`src/rtl/alu_pkg.sv`:
```
// Shared definitions for the ALU stage and its downstream result serializer.
package alu_pkg;

  localparam int ALU_LAT = 2;
  localparam int RES_W   = 16;

  typedef enum logic [1:0] {
    IDLE = 2'd0,
    HI   = 2'd1,
    LO   = 2'd2
  } ser_state_e;

  // Byte select of a result word; hi=1 returns the upper byte.
  function automatic logic [7:0] res_byte(input logic [RES_W-1:0] res, input logic hi);
    return hi ? res[RES_W-1 -: 8] : res[7:0];
  endfunction

endpackage

```
`src/rtl/alu_res_fifo.sv`:
```
// Synchronous FIFO with sync clear; pointers carry an extra wrap bit to tell full from empty.
module alu_res_fifo
#(
  parameter int DEPTH = 4,
  parameter int WIDTH = 16
) (
  input  logic                     clk_p_i,
  input  logic                     reset_n_i,
  input  logic                     clear_i,
  input  logic                     push_i,
  input  logic [WIDTH-1:0]         push_data_i,
  input  logic                     pop_i,
  output logic [WIDTH-1:0]         head_o,
  output logic                     full_o,
  output logic                     empty_o,
  output logic [$clog2(DEPTH):0]   count_o
);

  localparam int AW = $clog2(DEPTH);

  logic [WIDTH-1:0] mem_q [DEPTH];
  logic [WIDTH-1:0] mem_d [DEPTH];
  logic [AW:0]      wr_ptr_q, wr_ptr_d;
  logic [AW:0]      rd_ptr_q, rd_ptr_d;
  logic             do_push, do_pop;

  assign empty_o = (wr_ptr_q == rd_ptr_q);
  assign full_o  = (wr_ptr_q[AW] != rd_ptr_q[AW]) &&
                   (wr_ptr_q[AW-1:0] == rd_ptr_q[AW-1:0]);
  assign count_o = wr_ptr_q - rd_ptr_q;
  assign head_o  = mem_q[rd_ptr_q[AW-1:0]];

  // A full FIFO still accepts a write when the head leaves in the same cycle.
  assign do_pop  = pop_i && !empty_o;
  assign do_push = push_i && (!full_o || do_pop);

  always_comb begin
    mem_d    = mem_q;
    wr_ptr_d = wr_ptr_q;
    rd_ptr_d = rd_ptr_q;
    if (clear_i) begin
      wr_ptr_d = '0;
      rd_ptr_d = '0;
    end else begin
      if (do_push) begin
        mem_d[wr_ptr_q[AW-1:0]] = push_data_i;
        wr_ptr_d                = wr_ptr_q + 1'b1;
      end
      if (do_pop) begin
        rd_ptr_d = rd_ptr_q + 1'b1;
      end
    end
  end

  always_ff @(posedge clk_p_i or negedge reset_n_i) begin
    if (!reset_n_i) begin
      wr_ptr_q <= '0;
      rd_ptr_q <= '0;
      for (int i = 0; i < DEPTH; i++) begin
        mem_q[i] <= '0;
      end
    end else begin
      wr_ptr_q <= wr_ptr_d;
      rd_ptr_q <= rd_ptr_d;
      mem_q    <= mem_d;
    end
  end

endmodule

```
`src/rtl/alu_result_serializer.sv`:
```
// Tags ALU results via a delay-matched issue strobe, buffers them, and streams
// each 16-bit result as two bytes (high first) over a valid/ready link.
module alu_result_serializer
  import alu_pkg::*;
#(
  parameter int DEPTH = 4,
  parameter int LAT   = ALU_LAT
) (
  input  logic                     clk_p_i,
  input  logic                     reset_n_i,
  input  logic                     issue_valid_i,
  input  logic [RES_W-1:0]         alu_data_i,
  input  logic                     flush_i,
  output logic [7:0]               byte_o,
  output logic                     byte_valid_o,
  input  logic                     byte_ready_i,
  output logic                     byte_last_o,
  output logic [$clog2(DEPTH):0]   count_o,
  output logic                     overflow_o
);

  logic [LAT-1:0]   dly_q, dly_d;
  logic [RES_W-1:0] hold_q, hold_d;
  ser_state_e       state_q, state_d;
  logic             overflow_q, overflow_d;

  logic             res_valid;
  logic             fifo_push, fifo_pop;
  logic             fifo_full, fifo_empty;
  logic [RES_W-1:0] fifo_head;

  assign res_valid = dly_q[LAT-1];

  always_comb begin
    dly_d = (dly_q << 1) | LAT'(issue_valid_i);
    if (flush_i) begin
      dly_d = '0;
    end
  end

  // Pops happen only when the hold register is about to be (re)loaded.
  always_comb begin
    state_d  = state_q;
    hold_d   = hold_q;
    fifo_pop = 1'b0;
    case (state_q)
      IDLE: begin
        if (!fifo_empty) begin
          fifo_pop = 1'b1;
          hold_d   = fifo_head;
          state_d  = HI;
        end
      end
      HI: begin
        if (byte_ready_i) begin
          state_d = LO;
        end
      end
      LO: begin
        if (byte_ready_i) begin
          if (!fifo_empty) begin
            fifo_pop = 1'b1;
            hold_d   = fifo_head;
            state_d  = HI;
          end else begin
            state_d = IDLE;
          end
        end
      end
      default: state_d = IDLE;
    endcase
    if (flush_i) begin
      state_d  = IDLE;
      hold_d   = '0;
      fifo_pop = 1'b0;
    end
  end

  assign fifo_push = res_valid && (!fifo_full || fifo_pop) && !flush_i;

  always_comb begin
    overflow_d = overflow_q | (res_valid && fifo_full && !fifo_pop);
    if (flush_i) begin
      overflow_d = 1'b0;
    end
  end

  always_ff @(posedge clk_p_i or negedge reset_n_i) begin
    if (!reset_n_i) begin
      dly_q      <= '0;
      hold_q     <= '0;
      state_q    <= IDLE;
      overflow_q <= 1'b0;
    end else begin
      dly_q      <= dly_d;
      hold_q     <= hold_d;
      state_q    <= state_d;
      overflow_q <= overflow_d;
    end
  end

  alu_res_fifo #(
    .DEPTH (DEPTH),
    .WIDTH (RES_W)
  ) u_fifo (
    .clk_p_i     (clk_p_i),
    .reset_n_i   (reset_n_i),
    .clear_i     (flush_i),
    .push_i      (fifo_push),
    .push_data_i (alu_data_i),
    .pop_i       (fifo_pop),
    .head_o      (fifo_head),
    .full_o      (fifo_full),
    .empty_o     (fifo_empty),
    .count_o     (count_o)
  );

  always_comb begin
    byte_o       = 8'h00;
    byte_valid_o = 1'b0;
    byte_last_o  = 1'b0;
    case (state_q)
      HI: begin
        byte_o       = res_byte(hold_q, 1'b1);
        byte_valid_o = 1'b1;
      end
      LO: begin
        byte_o       = res_byte(hold_q, 1'b0);
        byte_valid_o = 1'b1;
        byte_last_o  = 1'b1;
      end
      default: ;
    endcase
  end

  assign overflow_o = overflow_q;

endmodule

```
`config.mk`:
```
export PLATFORM = sky130hd
export DESIGN_NAME = alu_result_serializer
export DESIGN_NICKNAME = d
export VERILOG_FILES = /design/src/rtl/alu_pkg.sv /design/src/rtl/alu_res_fifo.sv /design/src/rtl/alu_result_serializer.sv
export SDC_FILE = /design/constraint.sdc
export NUM_CORES = 1
export LEC_CHECK = 0
export CORE_MARGIN = 8
export CORE_UTILIZATION = 40
export CTS_BUF_LIST = sky130_fd_sc_hd__clkbuf_2
export DETAILED_ROUTE_END_ITERATION = 6
export PLACE_DENSITY = 0.63
export SLEW_MARGIN = 10
export SYNTH_ARGS = -nofsm -noshare
export SYNTH_HDL_FRONTEND = slang
export SYNTH_SLANG_ARGS = --single-unit
```
`constraint.sdc`:
```
create_clock -name clk_p_i -period 5.3 [get_ports clk_p_i]
set_input_delay 1.06 -clock clk_p_i [delete_from_list [all_inputs] [get_ports clk_p_i]]
set_output_delay 1.06 -clock clk_p_i [all_outputs]
set_load 0.005 [all_outputs]
```
### Yosys cells after proc, flatten, opt, wreduce, memory -nomap -nowiden

Index checks and enable logic that the tools add are counted.

* flip-flop bits (word level): 91
* input port bits: 21
* output and inout port bits: 14
* logic and storage cells: 80

* add/sub/neg operators: 3
* order comparisons: 3
* eq/ne operators: 8
* mux-type cells: 29
* bitwise operators: 5
* reduce and logical (&&, ||, !) cells: 22

Operator list (number)
* $mux 16: 6
* $bwmux 64: 1
* $bmux 16 s2: 1
* $demux 16 s2: 1
* $pmux 16 s2: 1
* $pmux 8 s2: 1
* $mux 3: 4
* $mux 2: 5
* $ne 3x3->1 const B: 3
* $logic_and 1x1->1: 8
* $mux 1: 7
* $add 3x1->3 const B: 2
* $ge 3x3->1 const B: 2
* $not 2->3: 2
* $pmux 2 s3: 1
* $logic_not 1->1: 4
* $reduce_and 2->1: 2
* $reduce_bool 2->1: 2
* $eq 3x3->1: 1
* $lt 3x1->1 const B: 1
* $reduce_and 3->1: 1
* $reduce_bool 3->1: 1
* $sub 3x3->3: 1
* $eq 2x1->1 const B: 1
* other kinds (10): 11

### Depth between registers and ports, before layout

Gate-level depths: netlist of the first run.

* depth in word-level cells: 11
* gate-level depth with buffers: 10
* mapped depth without buffers: 6

### By module

From an unflattened synthesis of the first run, not the netlist that was laid out.

* cell total of the unflattened synthesis: 311
* area total of the unflattened synthesis: 4515.6 um2

By module, submodules not included
* alu_res_fifo: instances 1, cells each 213, area an instance 3468.3 um2, sequential area each 1751.7 um2
* alu_result_serializer: instances 1, cells each 98, area an instance 1047.3 um2, sequential area each 525.5 um2

### Worst setup path before layout of the first run

Ideal clock, no wire load.

* path type: flip-flop to flip-flop
* start point: register u_fifo.rd_ptr_q[1]
* end point: register hold_q[10]
* setup time: 132 ps
* arrival: 2519 ps
* setup slack: 2650 ps
* cell stages (with the launch flop): 10
* buffers on the path: 3
* clock period less this slack: 2650 ps
* path through: dfrtp_1 > clkbuf_1 > clkbuf_1 > inv_1 > ha_1 > and2_1 > a221oi_4 > buf_6 > mux2i_1 > nor2_1

* cells in the longest elaborated chain, start to end: 8
* elaborated cells between the ends (all ways): 9

RTL lines
* from (decl): RTL line alu_res_fifo.sv:24 `logic [AW:0] rd_ptr_q, rd_ptr_d;`
* from (signal assigned): RTL line alu_res_fifo.sv:64 `rd_ptr_q <= rd_ptr_d;`
* $not 2->3 (not written as such): RTL line alu_res_fifo.sv:31 `assign head_o = mem_q[rd_ptr_q[AW-1:0]];`
* $bmux 16 s2: RTL line alu_res_fifo.sv:31
* $mux 16 (not written as such) (2 in series): RTL line alu_res_fifo.sv:31
* $mux 16 *: RTL line alu_result_serializer.sv:48, alu_result_serializer.sv:61
* $mux 16: RTL line alu_result_serializer.sv:60 `if (byte_ready_i) begin`
* $pmux 16 s2 *: RTL line alu_result_serializer.sv:46 `case (state_q)`
* $mux 16 *: RTL line alu_result_serializer.sv:72 `if (flush_i) begin`
* to (signal assigned): RTL line alu_result_serializer.sv:96 `hold_q <= hold_d;`
* to (decl): RTL line alu_result_serializer.sv:23 `logic [RES_W-1:0] hold_q, hold_d;`

Mark *: on every way between the ends. The rest lies on a longest branch, timed or not. The select of a mux whose other input is x is not followed.
A chain may end at the register's enable or synchronous reset.

### Worst setup path after layout of the first run

* start point: register state_q[0]
* end point: output port byte_o[1]

* cells in the longest elaborated chain, start to end: 2
* elaborated cells between the ends (all ways): 3

RTL lines
* from (decl): RTL line alu_result_serializer.sv:24 `ser_state_e state_q, state_d;`
* from (signal assigned): RTL line alu_result_serializer.sv:97 `state_q <= state_d;`
* $eq 2x2->1 / $eq 2x1->1 (equally long branches): RTL line alu_result_serializer.sv:122 `case (state_q)`
* $pmux 8 s2 *: RTL line alu_result_serializer.sv:122
* to (decl): RTL line alu_result_serializer.sv:14 `output logic [7:0] byte_o,`

Mark *: on every way between the ends. The rest lies on a longest branch, timed or not.

==> results of run 1 <==
where the power goes:
part	leakage (nW)	switching, mW	internal, mW
sequential	1.22	0.0609	0.790
combinational	0.905	0.251	0.277
clock	0.0898	0.229	0.205
total	2.22	0.541	1.27
critical path: cells and delay by family (launching register included):
kind                       cells  cell delay [ns]
DFF                            1             0.53
adders and majority gates      1             0.53
and+or+nand+nor                1             0.21
buffers and inverters          2             0.66
AOI/OAI and AO/OA              1             0.18
cell families after synthesis:
| family | count (synthesis) | share of synthesized area, % |
|---|---|---|
| AOI/OAI and AO/OA | 22 | 4.07 |
| xor gates and xnor gates | 6 | 1.38 |
| adders and majority gates | 12 | 3.61 |
| buffers and inverters | 24 | 2.95 |
| DFF | 91 | 52.2 |
| muxes | 97 | 29.5 |
| and+or+nand+nor | 52 | 6.23 |
layout by cell type (no fill, tap or decap), types with 3 or more instances in the layout:
cell              n
bufinv_16         3
buf_4             5
a21oi_1           3
a22oi_1           8
nor2b_1          11
clkbuf_2         11
nor2_1           24
mux2_2           54
nand3_2           4
dfrtp_1          91
ha_1             11
clkdlybuf4s50_1  33
nand2_1           5
mux2_4           10
xnor2_1           3
inv_1             8
mux4_2           16
mux2i_1          17
path summary, 6_finish.rpt:
| kind | start | end |
|---|---|---|
| min | reset_n_i | u_fifo.mem_q[44]$_DFFE_PN0P_ |
| max reg2reg | state_q[0]$_DFFE_PN0P_ | u_fifo.mem_q[17]$_DFFE_PN0P_ |
| min in group clk_p_i | dly_q[0]$_DFF_PN0_ | dly_q[1]$_DFF_PN0_ |
| min reg2reg | dly_q[0]$_DFF_PN0_ | dly_q[1]$_DFF_PN0_ |
| max in group asynchronous | reset_n_i | u_fifo.mem_q[38]$_DFFE_PN0P_ |
| max | state_q[0]$_DFFE_PN0P_ | byte_o[1] |
layer usage:
| metal | vias to the layer above | GRT usage, % |
|---|---|---|
| li1 | 1160 | - |
| met1 | 1298 | 16.3 |
| met2 | 33 | 21.5 |
| met3 | 9 | 2.61 |
| met4 | 0 | 5.15 |
| met5 | - | 0 |
flip-flops by register name (all words and copies together), names as in the netlist:
| register | cells |
|---|---|
| u_fifo.rd_ptr_q | 3 |
| u_fifo.mem_q | 64 |
| u_fifo.wr_ptr_q | 3 |
| state_q | 2 |
| hold_q | 16 |
| dly_q | 2 |
| overflow_o | 1 |
through the flow:
step	util [%]	setup WS, ns	cells	hold WS (ns)
after detailed placement	44.7	1.74	466	0.476
after global placement	44.7	1.80	466	0.458
after CTS	46.2	1.56	482	0.400
after floorplan	-	2.65	304	0.439
after global routing	46.2	1.38	483	0.387
final	46.2	1.60	483	0.434
final cells by class:
cell class	count	area (µm²)
fillers	1009	5780
flip-flops and latches	91	2280
multi-input cells	189	1960
repair buffers	38	368
well taps	140	175
clock inverters	5	101
clock buffers	11	55.1
inverters	8	30.0
diodes	1	2.50
==> results.ini, run 1 <==
[status]
status=finished clean

[drt]
avgViaCountPerCell=5.18
drt_first_pass_iters=4
vias=2500
wl_per_cell_um=18.0
ant_nets=0
drt_iter0_drc=88
wl_met3_um=270
routed_wl_mm=8.70
drc=0
wirelength_met1_mm=4.00
wl_met2_mm=4.32
top_layer=met4

[die]
coreArea_um2=10700
start_util_pct=40.6
rows=38
pin_count=35
dieWidth_um=120
die_y_um=120
die-area_um2=14500

[global_routing]
grt_start_max_net_pins=57
track_usage_pct=12.9
grt_pass1_vias=2778
antenna_found_initial=1
grt_remaining_overflow=0
grt_pass1_wl_mm=14.8

[min_path]
hp-class=input port to asynchronous set/reset pin

[clock_tree]
cts_sinks=91
path_clk_slew_ns=0.25
ctsRootBufferMaster=clkbuf_2
hold_buffers=0
worstSkewPairLatency_ns=0.53
clk_path_buf_depth=2
cts_htree_levels=3
cts_tree=done
numCtsBuffers=9
cts_setup_buffers=0
postCtsResizedCells=0

[pwr]
power_density_nw_per_um2=365
p_leak_nw=2.22
total_power_mw=1.81
vdd_drop_max_v=0.000187

[synth]
yosysTopAreaCellShare_pct=52.2
synth-edff-count=0
synth_area_leaders=dfrtp_1 52%, mux2_2 14%, mux4_2 8.3%, mux2i_1 3.9%, mux2_4 3.4%
avgSynthCellArea_um2=14.3
synth_cell_type_count=38
syn-num-nets=337
async_flop_share_pct=100
synthCells=304
yosys_register_bits=91
synthesis.area_um2=4360
ys_seq_area_share_pct=52.2
ys.flop_type=dfrtp_1
synth_common_cells=91 x dfrtp_1, 54 x mux2_2, 24 x nor2_1, 17 x mux2i_1, 16 x mux4_2
yosysWarningCount=0
yosys.area.top_type=dfrtp_1
synth_most_common_cell=dfrtp_1

[cells_and_area]
syn_to_final_growth_pct=13.8
design_area_um2=4960
final_nets=370
drive_above_1_share_pct=31.3

[critical_path]
cp.required_ns=4.24
slowest_delay_ns=0.54
cp_max_fo=14
crit_type=flop to output pin
end_kind=output pin
path_cells=inv_1 -> ha_1 -> a22oi_1 -> nor2b_1 -> clkdlybuf4s50_1
slowest_stage=clkdlybuf4s50_1
crit_arrival_ns=2.64
start_kind=flop
r2r_cells=6
r2r_slack_ns=2.26

[place]
placed_area_um2=4810
place_hpwl_mm=5.80
gp_congestion=0.787
port_buffers=34

[sta]
period_minus_slack_ns=3.70
fin_skew_ns=0.0299
maxClockFrequency_ghz=0.270
drv_slew=0
hold_viol_final=0
setup_tns_ns=0
fin_crit_sh_pct=69.9
slew_headroom_pct=23.7
finalSetupViolCount=0
worst_pin_slew_ns=1.14
rsz0062_at_grt=false

[run]
drv_cap=0

No activity file was read; power rests on OpenSTA's default activity.
==> inputs of run 2 (changes only) <==
clock period = 3.75 ns   (was 5.3 ns; I/O delays follow)
==> run 2 against run 1 <==
Compared with the run above:
- total power is 42% higher
- flip-flop and latch count stayed put
- critical path depth stayed put
- register-to-register slack worse by 1.1 ns
- largest power group unchanged
==> results.ini, run 2 (same netlist as run 1, synthesis figures left out) <==
[critical_path]
cp_max_fo=14  ; unchanged
crit_arrival_ns=2.60  ; -0.04 ns
crit_type=flop to output pin
end_kind=output pin
start_kind=flop
cp.required_ns=3.00  ; -1.24 ns

[pwr]
vdd_drop_max_v=0.000221  ; +18%
power.switching_mw=0.776  ; +43%
p_leak_nw=2.23  ; +0.69%
p_seq_share_pct=46.9  ; about the same
power_density_nw_per_um2=516  ; +41%
switching_share_pct=30.1  ; +0.32 points
total_power_mw=2.57  ; +42%
clockPowerShare_pct=23.7  ; -0.2 points
p_comb_share_pct=29.4  ; +0.3 points
p_int_mw=1.80  ; +41%

[clock_tree]
cts_tree=done
postCtsResizedCells=0  ; unchanged
cts_sinks=91  ; unchanged
worstSkewPairLatency_ns=0.53  ; about the same
numCtsBuffers=9  ; unchanged
ctsRootBufferMaster=clkbuf_2
hold_buffers=0  ; unchanged
clk_path_buf_depth=2  ; unchanged
cts_setup_buffers=0  ; unchanged
path_clk_slew_ns=0.25  ; about the same
cts_htree_levels=3  ; unchanged

[cells_and_area]
regMostFlops=u_fifo.mem_q
final_nets=373  ; +0.81%
design_area_um2=4980  ; +0.38%
final_common_cell=dfrtp_1
top_regs=u_fifo.mem_q: 64 flops, hold_q: 16 flops
mostFrequentLayoutCells=91 x dfrtp_1, 54 x mux2_2, 33 x clkdlybuf4s50_1, 24 x nor2_1, 17 x mux2i_1
drive_above_1_share_pct=31.7  ; +0.40 points
syn_to_final_growth_pct=14.3
largest_reg_flops=64  ; unchanged
fill_cells=1026  ; +1.7%

[sta]
fin_skew_ns=0.0201  ; -0.00982 ns
drv_slew=0  ; unchanged
fin_crit_sh_pct=89.2
fin_hold_ws_ns=0.159  ; -0.275 ns
hold_viol_final=0  ; unchanged
period_minus_slack_ns=3.35
finalSetupViolCount=0  ; unchanged
rsz0062_at_grt=false
maxClockFrequency_ghz=0.299
worst_slack_ns=0.405  ; -1.19 ns
setup_tns_ns=0  ; unchanged
slew_headroom_pct=60.3  ; +37 points
worst_pin_slew_ns=0.595  ; -0.549 ns

[global_routing]
grt_pass1_wl_mm=14.9  ; +0.74%
track_usage_pct=13.2  ; +0.28 points
grt_remaining_overflow=0  ; unchanged
grt_start_max_net_pins=44  ; -23%
antenna_found_initial=1  ; unchanged
grt_pass1_vias=2823  ; +1.6%

[die]
rows=38  ; unchanged
die_y_um=120  ; unchanged
dieWidth_um=120  ; unchanged
coreArea_um2=10700  ; unchanged
die-area_um2=14500  ; unchanged
start_util_pct=40.6  ; unchanged
pin_count=35  ; unchanged

[drt]
vias=2553  ; +2.1%
avgViaCountPerCell=5.26  ; +1.7%
routed_wl_mm=8.84  ; +1.6%
ant_nets=0  ; unchanged
wl_met2_mm=4.32  ; about the same
wl_per_cell_um=18.2  ; +1.2%
drt_iter0_drc=81  ; -8.0%
drt_first_pass_iters=6  ; +2
wl_met3_um=246  ; -8.9%
wirelength_met1_mm=4.10  ; +2.5%
top_layer=met4
drc=0  ; unchanged

[place]
gp_congestion=0.727  ; -7.6%
port_buffers=34  ; unchanged
dpl_worst_slack_ns=0.981  ; -0.760 ns
placed_area_um2=4830  ; +0.47%
place_hpwl_mm=5.99  ; +3.3%

[status]
status=finished clean

[run]
drv_cap=0  ; unchanged

[min_path]
hp-class=input port to asynchronous set/reset pin

==> run 2: cell types whose count changed in the layout (fill, tap and decap cells not counted), sizes merged <==
| cell | delta |
|---|---|
| clkinv | +1 |
| buf | +3 |
| clkbuf | -1 |
| clkinvlp | -1 |
==> run 2: final cells by class <==
class,instances,area (µm²),share of cell area [%]
tap,140,175,3.51
timing repair buffer,41,390,7.83
antenna,1,2.50,0.0502
clock inverter,5,103,2.06
clock buffer,10,50.0,1.00
multi-input combinational,189,1960,39.2
inverter,8,30.0,0.603
sequential,91,2280,45.7
==> run 2: worst paths after layout <==
check                                             from                            to  slack, ns  cells after the start
min in group clk_p_i                dly_q[0]$_DFF_PN0_            dly_q[1]$_DFF_PN0_       0.50                      1
worst min-delay path                         reset_n_i        hold_q[10]$_DFFE_PN0P_       0.16                      1
worst max-delay path            state_q[0]$_DFFE_PN0P_                     byte_o[1]       0.40                      5
worst max register to register  state_q[0]$_DFFE_PN0P_  u_fifo.mem_q[34]$_DFFE_PN0P_       1.16                      6
max in group asynchronous                    reset_n_i  u_fifo.mem_q[54]$_DFFE_PN0P_       2.84                      2
worst min register to register      dly_q[0]$_DFF_PN0_            dly_q[1]$_DFF_PN0_       0.50                      1
==> run 2: power groups by stage <==
stage	clock network (mW)	registers [mW]	logic (mW)
6_report	0.611	1.21	0.756
5_1_grt	0.665	1.23	0.828
4_1_cts	0.632	1.21	0.769
3_5_place_dp	0	1.23	0.767
3_3_place_gp	0	1.22	0.748
2_1_floorplan	0	1.19	0.555
==> run 2: stage by stage <==
stage | util [%] | cells
finish | 46.4 | 485
global route | 46.4 | 485
CTS | 46.4 | 484
detailed placement | 44.9 | 469
global placement | 44.9 | 469
floorplan | - | 304
==> run 2: worst max-delay path, cell delays in order, from the launching register on <==
cell and delay [ns]:
dfrtp_1 0.52, inv_1 0.12, ha_1 0.54, a22oi_1 0.19, nor2b_1 0.18, clkdlybuf4s50_1 0.52
==> run 2: per-layer routing <==
| layer | vias up | track usage (%) |
|---|---|---|
| met5 | - | 0 |
| met4 | 0 | 7.18 |
| met3 | 13 | 2.00 |
| met2 | 36 | 21.4 |
| met1 | 1333 | 16.8 |
| li1 | 1171 | - |
